**src/rtl/bp_pkg.sv**
```systemverilog
// Shared definitions for the branch predictor: direction-counter encodings
// and the prediction rule applied to a BTB entry.
package bp_pkg;

    typedef logic [1:0] ctr_t;

    localparam ctr_t CTR_SNT = 2'b00;
    localparam ctr_t CTR_WNT = 2'b01;
    localparam ctr_t CTR_WT  = 2'b10;
    localparam ctr_t CTR_ST  = 2'b11;

    // Non-geometry part of an entry; the top wraps it with tag/target.
    typedef struct packed {
        logic valid;
        ctr_t ctr;
        logic jmp;
    } bp_meta_t;

    // Jumps are always taken; branches follow the counter's upper bit.
    function automatic logic bp_pred_dir(input logic jmp, input ctr_t ctr);
        return jmp | ctr[1];
    endfunction

endpackage

```
**src/rtl/bp_sat_ctr.sv**
```systemverilog
// 2-bit saturating counter next-state: step towards taken or not-taken,
// holding at either end.
module bp_sat_ctr
    import bp_pkg::*;
(
    input  ctr_t ctr,
    input  logic taken,
    output ctr_t ctr_nxt
);

    always_comb begin
        ctr_nxt = ctr;
        if (taken && ctr != CTR_ST)
            ctr_nxt = ctr + 2'd1;
        else if (!taken && ctr != CTR_SNT)
            ctr_nxt = ctr - 2'd1;
    end

endmodule

```
**src/rtl/bp_btb.sv**
```systemverilog
// Direct-mapped branch target buffer with 2-bit direction counters and a
// zero-latency mispredict redirect. Optional counters under BP_STATS_EN.
module bp_btb
    import bp_pkg::*;
#(
    parameter int   XLEN         = 32,
    parameter int   ENTRIES      = 16,
    parameter ctr_t CTR_ALLOC_BR = CTR_WT,
    localparam int  IDX_W        = $clog2(ENTRIES),
    localparam int  TAG_W        = XLEN - 2 - IDX_W
) (
    input  logic            clk,
    input  logic            reset,
    input  logic [XLEN-1:0] if_pc,
    output logic            if_pred_taken,
    output logic [XLEN-1:0] if_pred_target,
    input  logic            ex_valid,
    input  logic [XLEN-1:0] ex_pc,
    input  logic            ex_is_branch,
    input  logic            ex_is_jump,
    input  logic            ex_taken,
    input  logic [XLEN-1:0] ex_target,
    input  logic            ex_pred_taken,
    input  logic [XLEN-1:0] ex_pred_target,
    output logic            ex_redirect,
    output logic [XLEN-1:0] ex_redirect_pc
`ifdef BP_STATS_EN
    ,
    output logic [31:0]     stat_ctrl,
    output logic [31:0]     stat_mispred
`endif
);

    typedef struct packed {
        bp_meta_t         meta;
        logic [TAG_W-1:0] tag;
        logic [XLEN-1:0]  target;
    } entry_t;

    entry_t tbl [ENTRIES];

    logic [IDX_W-1:0] if_idx, ex_idx;
    logic [TAG_W-1:0] if_tag, ex_tag;
    entry_t           if_e, ex_e;
    logic             if_hit, ex_hit;
    logic             act_taken;
    logic [XLEN-1:0]  act_next;
    ctr_t             ctr_upd;

    assign if_idx = if_pc[IDX_W+1:2];
    assign if_tag = if_pc[XLEN-1:IDX_W+2];
    assign ex_idx = ex_pc[IDX_W+1:2];
    assign ex_tag = ex_pc[XLEN-1:IDX_W+2];

    // Lookup reads the registered table, so a same-cycle update is not seen.
    assign if_e           = tbl[if_idx];
    assign if_hit         = if_e.meta.valid && (if_e.tag == if_tag);
    assign if_pred_taken  = if_hit && bp_pred_dir(if_e.meta.jmp, if_e.meta.ctr);
    assign if_pred_target = if_pred_taken ? if_e.target : if_pc + XLEN'(4);

    assign act_taken      = ex_is_jump || (ex_is_branch && ex_taken);
    assign act_next       = act_taken ? ex_target : ex_pc + XLEN'(4);
    assign ex_redirect    = ex_valid && (act_next != ex_pred_target);
    assign ex_redirect_pc = act_next;

    assign ex_e   = tbl[ex_idx];
    assign ex_hit = ex_e.meta.valid && (ex_e.tag == ex_tag);

    bp_sat_ctr u_ctr (
        .ctr     (ex_e.meta.ctr),
        .taken   (ex_taken),
        .ctr_nxt (ctr_upd)
    );

    always_ff @(posedge clk) begin
        if (reset) begin
            for (int i = 0; i < ENTRIES; i++) begin
                tbl[i].meta.valid <= 1'b0;
                tbl[i].meta.ctr   <= CTR_SNT;
            end
        end else if (ex_valid) begin
            if (ex_is_jump) begin
                tbl[ex_idx] <= '{meta: '{valid: 1'b1, ctr: CTR_ST, jmp: 1'b1},
                                 tag: ex_tag, target: ex_target};
            end else if (ex_is_branch) begin
                if (ex_hit) begin
                    tbl[ex_idx].meta.ctr <= ctr_upd;
                    if (ex_taken)
                        tbl[ex_idx].target <= ex_target;
                end else if (ex_taken) begin
                    tbl[ex_idx] <= '{meta: '{valid: 1'b1, ctr: CTR_ALLOC_BR, jmp: 1'b0},
                                     tag: ex_tag, target: ex_target};
                end
            end else if (ex_hit) begin
                // A non-control instruction matched: the entry is a stale alias.
                tbl[ex_idx].meta.valid <= 1'b0;
            end
        end
    end

`ifdef BP_STATS_EN
    always_ff @(posedge clk) begin
        if (reset) begin
            stat_ctrl    <= '0;
            stat_mispred <= '0;
        end else begin
            if (ex_valid && (ex_is_branch || ex_is_jump) && stat_ctrl != '1)
                stat_ctrl <= stat_ctrl + 32'd1;
            if (ex_redirect && stat_mispred != '1)
                stat_mispred <= stat_mispred + 32'd1;
        end
    end
`endif

    logic unused_bits;
    assign unused_bits = ^{if_pc[1:0], ex_pc[1:0], ex_pred_taken};

endmodule

```
**config.mk**
```make
export PLATFORM = sky130hd
export DESIGN_NAME = bp_btb
export DESIGN_NICKNAME = d
export VERILOG_FILES = /design/src/rtl/bp_pkg.sv /design/src/rtl/bp_sat_ctr.sv /design/src/rtl/bp_btb.sv
export SDC_FILE = /design/constraint.sdc
export NUM_CORES = 1
export LEC_CHECK = 0
export ABC_AREA = 1
export BUFFER_PORTS_ARGS = -buffer_cell sky130_fd_sc_hd__buf_2
export CORE_ASPECT_RATIO = 1.2
export CORE_MARGIN = 8
export CORE_UTILIZATION = 35
export CTS_CLUSTER_SIZE = 10
export DETAILED_ROUTE_END_ITERATION = 16
export GPL_TIMING_DRIVEN = 0
export PLACE_DENSITY_LB_ADDON = 0.12
export SLEW_MARGIN = 20
export SYNTH_ARGS = -nofsm -noshare
export SYNTH_HDL_FRONTEND = slang
export SYNTH_SLANG_ARGS = --single-unit
export TNS_END_PERCENT = 10
```
**constraint.sdc**
```tcl
create_clock -name clk -period 13 [get_ports clk]
set_input_delay 3.9 -clock clk [delete_from_list [all_inputs] [get_ports clk]]
set_output_delay 3.9 -clock clk [all_outputs]
set_load 0.05 [all_outputs]
```
==> Word-level counts from Yosys, hierarchy flattened <==
Memory sizes are Yosys's and may differ from the RTL's.
Cells that the tools add are included.
Widths: inputs -> output; s select.
{ "word_totals": {"output_inout_bits": 66, "register_bits": 0, "elab_cells": 72, "mem_count": 1, "mem_bits_rw": 992} }
{ "op_classes": {"n_eq_ne": 4, "muxes": 44, "n_bitwise": 8, "add_sub_neg": 4, "reduce_logical": 11} }
{ "mem_list": {"columns": ["name", "words", "width", "rd", "rd_clocked_by_memory_dff", "wr", "line", "rtl"], "rows": [
  ["tbl", 16, 62, 2, 0, 16, "bp_btb.sv:40", "entry_t tbl [ENTRIES];"]
]} }
{ "op_table": {"columns": ["cell", "count"], "rows": [
  ["$mux 32", 4],
  ["$add 32x3->32 const B", 2],
  ["$mux 62", 1],
  ["$reduce_or 62->1", 1],
  ["$eq 26x26->1", 2],
  ["$mux 1", 32],
  ["$ne 32x32->1", 1],
  ["$mux 27", 1],
  ["$mux 2", 4],
  ["$mux 4", 2],
  ["$or 1x1->1", 8],
  ["$logic_and 1x1->1", 7],
  ["$add 2x1->2 const B", 1],
  ["$ne 2x2->1 const B", 1],
  ["$reduce_bool 2->1", 1],
  ["$sub 2x1->2 const B", 1],
  ["$logic_not 1->1", 1],
  ["$logic_or 1x1->1", 1]
]} }

==> Depth between registers and ports, before layout <==
An unclocked memory read counts as a cell.
{ "depth": {"word_depth": 13, "mapped_depth": 22, "depth_no_buf": 20} }

==> Hierarchy <==
From an unflattened synthesis, not the netlist that was laid out.
{ "unflattened": {"cells_unflattened": 5156, "area_unflattened_um2": 48454.0} }
{ "by_module_without_submodules": {"columns": ["module", "seq_area_each_um2", "area_per_inst_um2", "cells_each", "n_inst"], "rows": [
  ["bp_btb", 29788.6, 48370.1, 5139, 1],
  ["bp_sat_ctr", 0.0, 83.8, 17, 1]
]} }

==> Worst setup path after synthesis <==
No wires, ideal clock.
{ "synth_path": {"path_kind": "input-to-output", "start": "input port ex_pc[2]", "end": "output port ex_redirect", "required_ns": 9.100, "slack_ns": 2.398, "cell_stages": 12, "t_arrival_ns": 6.702, "path_cell_list": "buf_2 -> buf_4 -> buf_2 -> clkbuf_1 -> o21ai_0 -> xor2_1 -> nor4_1 -> nand4_1 -> nor2_1 -> nand3_1 -> nand2_1 -> inv_1"} }
{ "synth_via": {"elab_chain_len": 4} }
{ "synth_lines": {"columns": ["item", "line", "rtl"], "rows": [
  ["start: declaration", "bp_btb.sv:18", "input logic [XLEN-1:0] ex_pc,"],
  ["$add 32x3->32", "bp_btb.sv:62", "assign act_next = act_taken ? ex_target : ex_pc + XLEN'(4);"],
  ["$mux 32", "bp_btb.sv:62", null],
  ["net ex_redirect_pc[2]", "bp_btb.sv:26", "output logic [XLEN-1:0] ex_redirect_pc"],
  ["$ne 32x32->1", "bp_btb.sv:63", "assign ex_redirect = ex_valid && (act_next != ex_pred_target);"],
  ["$logic_and 1x1->1", "bp_btb.sv:63", null],
  ["end: declaration", "bp_btb.sv:25", "output logic ex_redirect,"]
]} }
The timed path passes the listed nets, and every way through them passes these cells.

==> Worst setup path after layout <==
{ "layout_path": {"start": "input port if_pc[2]", "end": "output port if_pred_target[4]"} }
{ "layout_via": {"elab_chain_len": 5, "word_cells_on_any_way": 7, "classes_between": "add/sub (1); eq/ne (1); mux (1); bitwise (1); reduce/logical (2); memory (1)"} }
{ "layout_lines": {"columns": ["item", "line", "rtl"], "rows": [
  ["start: declaration", "bp_btb.sv:14", "input logic [XLEN-1:0] if_pc,"],
  ["$mem_v2 16x62", null, null],
  ["$eq 26x26->1", "bp_btb.sv:57", "assign if_hit = if_e.meta.valid && (if_e.tag == if_tag);"],
  ["$logic_and 1x1->1", "bp_btb.sv:57", null],
  ["$logic_and 1x1->1", "bp_btb.sv:58", "assign if_pred_taken = if_hit && bp_pred_dir(if_e.meta.jmp, if_e.meta.ctr);"],
  ["$mux 32 (*)", "bp_btb.sv:59", "assign if_pred_target = if_pred_taken ? if_e.target : if_pc + XLEN'(4);"],
  ["end: declaration", "bp_btb.sv:16", "output logic [XLEN-1:0] if_pred_target,"]
]} }
Every way passes the cells marked *; elsewhere a longest branch is shown, timed or not.

==> summary.md <==
| Metric | Value |
|---|---|
| CP peak stage delay | ~0.7 ns |
| Layout area overhead | 15.9% |
| Gpl congestion | ~1.0 |
| Power Density | 134 nW/um^2 |
| Yosys synthesis warning count | 0 |
| Overall Global Routing Usage | 0.293 |
| F_max | around 0.08 GHz |
| Count leader, synth | nand2_1 |
| Sequential share of the synthesized area | 0.616 |
| Via count | roughly 42k |
| Port-buffer cells | 199 |
| Fin crit share | 0.963 |
| Site Rows | ~150 |
| Cts hold-fix bufs | 0 |
| Worst-Margin Slew | approximately 1.3 ns |
| Share of cells above drive strength 1 | 0.105 |
| Core outline area | roughly 140000 um^2 |
| Pin count of the biggest net entering global routing | 24 |
| DR iter-0 viols | about 5.4k |
| ANT nets after route | 0 |
| Final Max Tran Viols | 0 |
| Critical Path Sink | if_pred_target[4] |
| Data required, critical path | around 9.1 ns |
| Number of synthesized flops with an enable pin | ~1000 |
| Main area contributors after synthesis | edfxtp_1, nand2_1, o21ai_0 |
| CP arrival | 8.63 ns |
| Root Driver | clkbuf_16 |
| Final hold slack | ~1.3 ns |
| HP Class | flop to flop |
| Die ar. | between 150000 and 200000 um^2 |
| FF-to-FF path depth | 19 |
| Clock buffer depth | 3 |
| Top reg by flops | tbl |
| Fin crit period | between 10 and 15 ns |
| Crit-path max FO | 10 |
| # resized after CTS | 0 |
| Layout Nets | 5623 |
| Clock Latency Late Sink | slightly below 0.8 ns |
| Final setup fails | 0 |
| Final hold viol count | 0 |
| Share of the synthesized area in the top cell type | 0.616 |
| Top Registers | tbl x992 |
| RSZ-0062 raised after global routing | false |
| Most frequently used flop master after synthesis | edfxtp_1 |
| Num CTS Buffers | around 120 |
| First-pass GRT wire length | about 310000 um |
| FF-to-FF setup slack | 8.92 ns |
| Post-synth net total | between 5k and 6k |
| P_leak | between 20 and 25 nW |
| Vias/cell | approximately 5.7 |
| Capturing point of the worst reg2reg path | tbl[10][43]$_DFFE_PP_ |
| Setup crit start | if_pc[2] |
| Async S/R FF share, synth | 0 |
| Vias in the first global route | between 30k and 40k |
| WS Path Type | input pin to output port |
| Final Cell Area | between 50000 and 60000 um^2 |
| Worst-path cell chain | buf_2, buf_6, buf_6, buf_6, buf_6, buf_2, buf_2, clkbuf_1, clkbuf_1, nor2_1, o221ai_1, nand3_1, nand3_1, nand2_1, o21ai_1, buf_2 |
| Cell count after placement | about 7.2k |
| IO Count | around 200 |
| Routed wire length | around 230000 um |
| Die height | around 420 um |
| Clock network fraction of design power | 0.398 |
| Filler Cell Count | about 14k |
| Clk sinks | 992 |
| Final Non-Filler Cells | ~7.3k |
| Leading area contributor after synthesis | edfxtp_1 |
| Critical-path top delay cell | clkbuf_1 |
| Worst Setup End Kind | output port |
| DR DRC count | 0 |
| CTS tree | built |
| R2R Path Start | tbl[0][43]$_DFFE_PP_ |
| Dpl cell area | between 50000 and 60000 um^2 |
| DR WL/cell | 31.3 um |
| Pint | ~5.4 mW |
| Headroom to the max-slew limit | 0.118 |
| Count of state elements after synthesis | 992 |
| Max cap viols | 0 |
| Mean post-synth cell area | 9.45 um^2 |
| Starting density of the core | 0.352 |
| Total gr overflow | 0 |
| Worst-path clk slew | around 0.05 ns |
| Clock H-tree levels | 3 |
| Clock skew | between 0.06 and 0.07 ns |
| Setup repair bufs after CTS | 0 |
| Sw Share | 0.278 |
| Register share of total power | 0.476 |
| Mapped Cells | 5123 |
| Status | complete, no violations |
| Initial antenna violation count | 14 |
| Worst VDD drop | about 120 uV |
| Commonest cells in the netlist | nand2_1, edfxtp_1, nor2_1 |
| Yosys cell types | between 40 and 50 |
| Pre-Repair DR Iteration Count | 7 |
| DP HPWL | between 150000 and 200000 um |
| Crit start category | input pin |
| Die W | approximately 360 um |
| Sw Pwr | between 2 and 2.5 mW |
| Synth Cell Area | between 40000 and 50000 um^2 |
| Comb pwr share | 0.127 |
| Largest register FFs | roughly 990 |
## power groups by stage
| stage | clock network, mW | registers [mW] | logic (mW) |
|---|---|---|---|
| after CTS | 3.00 | 3.57 | 0.920 |
| after global routing | 3.12 | 3.57 | 0.984 |
| final | 2.98 | 3.57 | 0.950 |
| after global placement | 0 | 3.64 | 0.905 |
| after detailed placement | 0 | 3.63 | 0.918 |
| after floorplan | 0 | 3.63 | 0.458 |
## metal layers
metal / track usage / vias to the layer above / wire (um)
met5: 0 / - / 54
met3: 0.0665 / 686 / 22500
met1: 0.355 / 20541 / 85500
met2: 0.475 / 2522 / 106000
li1: - / 18176 / -
met4: 0.175 / 8 / 15500
## worst max-delay path: cells and delay by family
family	cells	cell delay, ns
buffers and inverters	10	3.56
AOI/OAI and AO/OA	2	0.41
and+or+nand+nor	4	0.72
## stage by stage
step                TNS [ns]  power [mW]  setup slack [ns]  utilization
detailed placement         0        4.55             0.639        0.384
floorplan                  0        4.09              2.40            -
global placement      -0.242        4.54            -0.242        0.376
CTS                        0        7.49             0.627        0.408
finish                     0        7.50             0.475        0.408
global route               0        7.67             0.483        0.408
## cell usage in the layout, fill, tap and decap left out, drive strengths merged, types with 2 or more instances in the layout
master | synthesis | routed
o221ai | 53 | 53
nor2 | 708 | 708
xor2 | 55 | 55
nand3b | 7 | 7
nor3 | 31 | 31
or2 | 8 | 8
nor2b | 4 | 4
nand3 | 306 | 306
edfxtp | 992 | 992
nand4 | 22 | 22
inv | 433 | 434
nor4 | 6 | 6
nand2 | 1216 | 1216
bufinv | 0 | 2
xnor2 | 9 | 9
a22o | 2 | 2
a21oi | 173 | 173
clkinv | 1 | 23
o21bai | 2 | 2
o21a | 5 | 5
ha | 7 | 7
o21ai | 628 | 628
o22ai | 83 | 83
buf | 150 | 390
nor3b | 2 | 2
clkbuf | 153 | 288
o211ai | 63 | 63
diode | 0 | 10
## logic make-up after synthesis
logic type,after synthesis,synth area share
AOI/OAI and AO/OA,1013,0.115
xor gates and xnor gates,64,0.0116
adders and majority gates,7,0.00181
buffers and inverters,737,0.0637
DFF,992,0.616
and+or+nand+nor,2310,0.192
## final cells by class
class	instances	area, um^2	area share
Sequential cell	992	29800	0.531
Multi-Input combinational cell	3394	15800	0.281
Clock buffer	135	3000	0.0534
Tap cell	1812	2270	0.0404
Timing Repair Buffer	240	1840	0.0327
Inverter	434	1630	0.0290
Buffer	303	1470	0.0261
Clock inverter	26	325	0.00580
Antenna cell	10	25.0	0.000446
## how the worst min path moves through the flow
stage	start	slack, ns	to	depth (start not counted)
final	tbl[13][60]$_SDFFCE_PN0P_	1.28	tbl[9][60]$_SDFFCE_PN0P_	8
after global routing	tbl[12][60]$_SDFFCE_PN0P_	1.37	tbl[9][60]$_SDFFCE_PN0P_	8
after CTS	tbl[12][60]$_SDFFCE_PN0P_	1.29	tbl[9][60]$_SDFFCE_PN0P_	8
after detailed placement	tbl[0][59]$_SDFFCE_PN0P_	1.31	tbl[3][59]$_SDFFCE_PN0P_	7
after global placement	tbl[13][60]$_SDFFCE_PN0P_	1.32	tbl[0][60]$_SDFFCE_PN0P_	8
after floorplan	tbl[0][59]$_SDFFCE_PN0P_	1.11	tbl[12][59]$_SDFFCE_PN0P_	7
(Power assumes the default switching activity.)
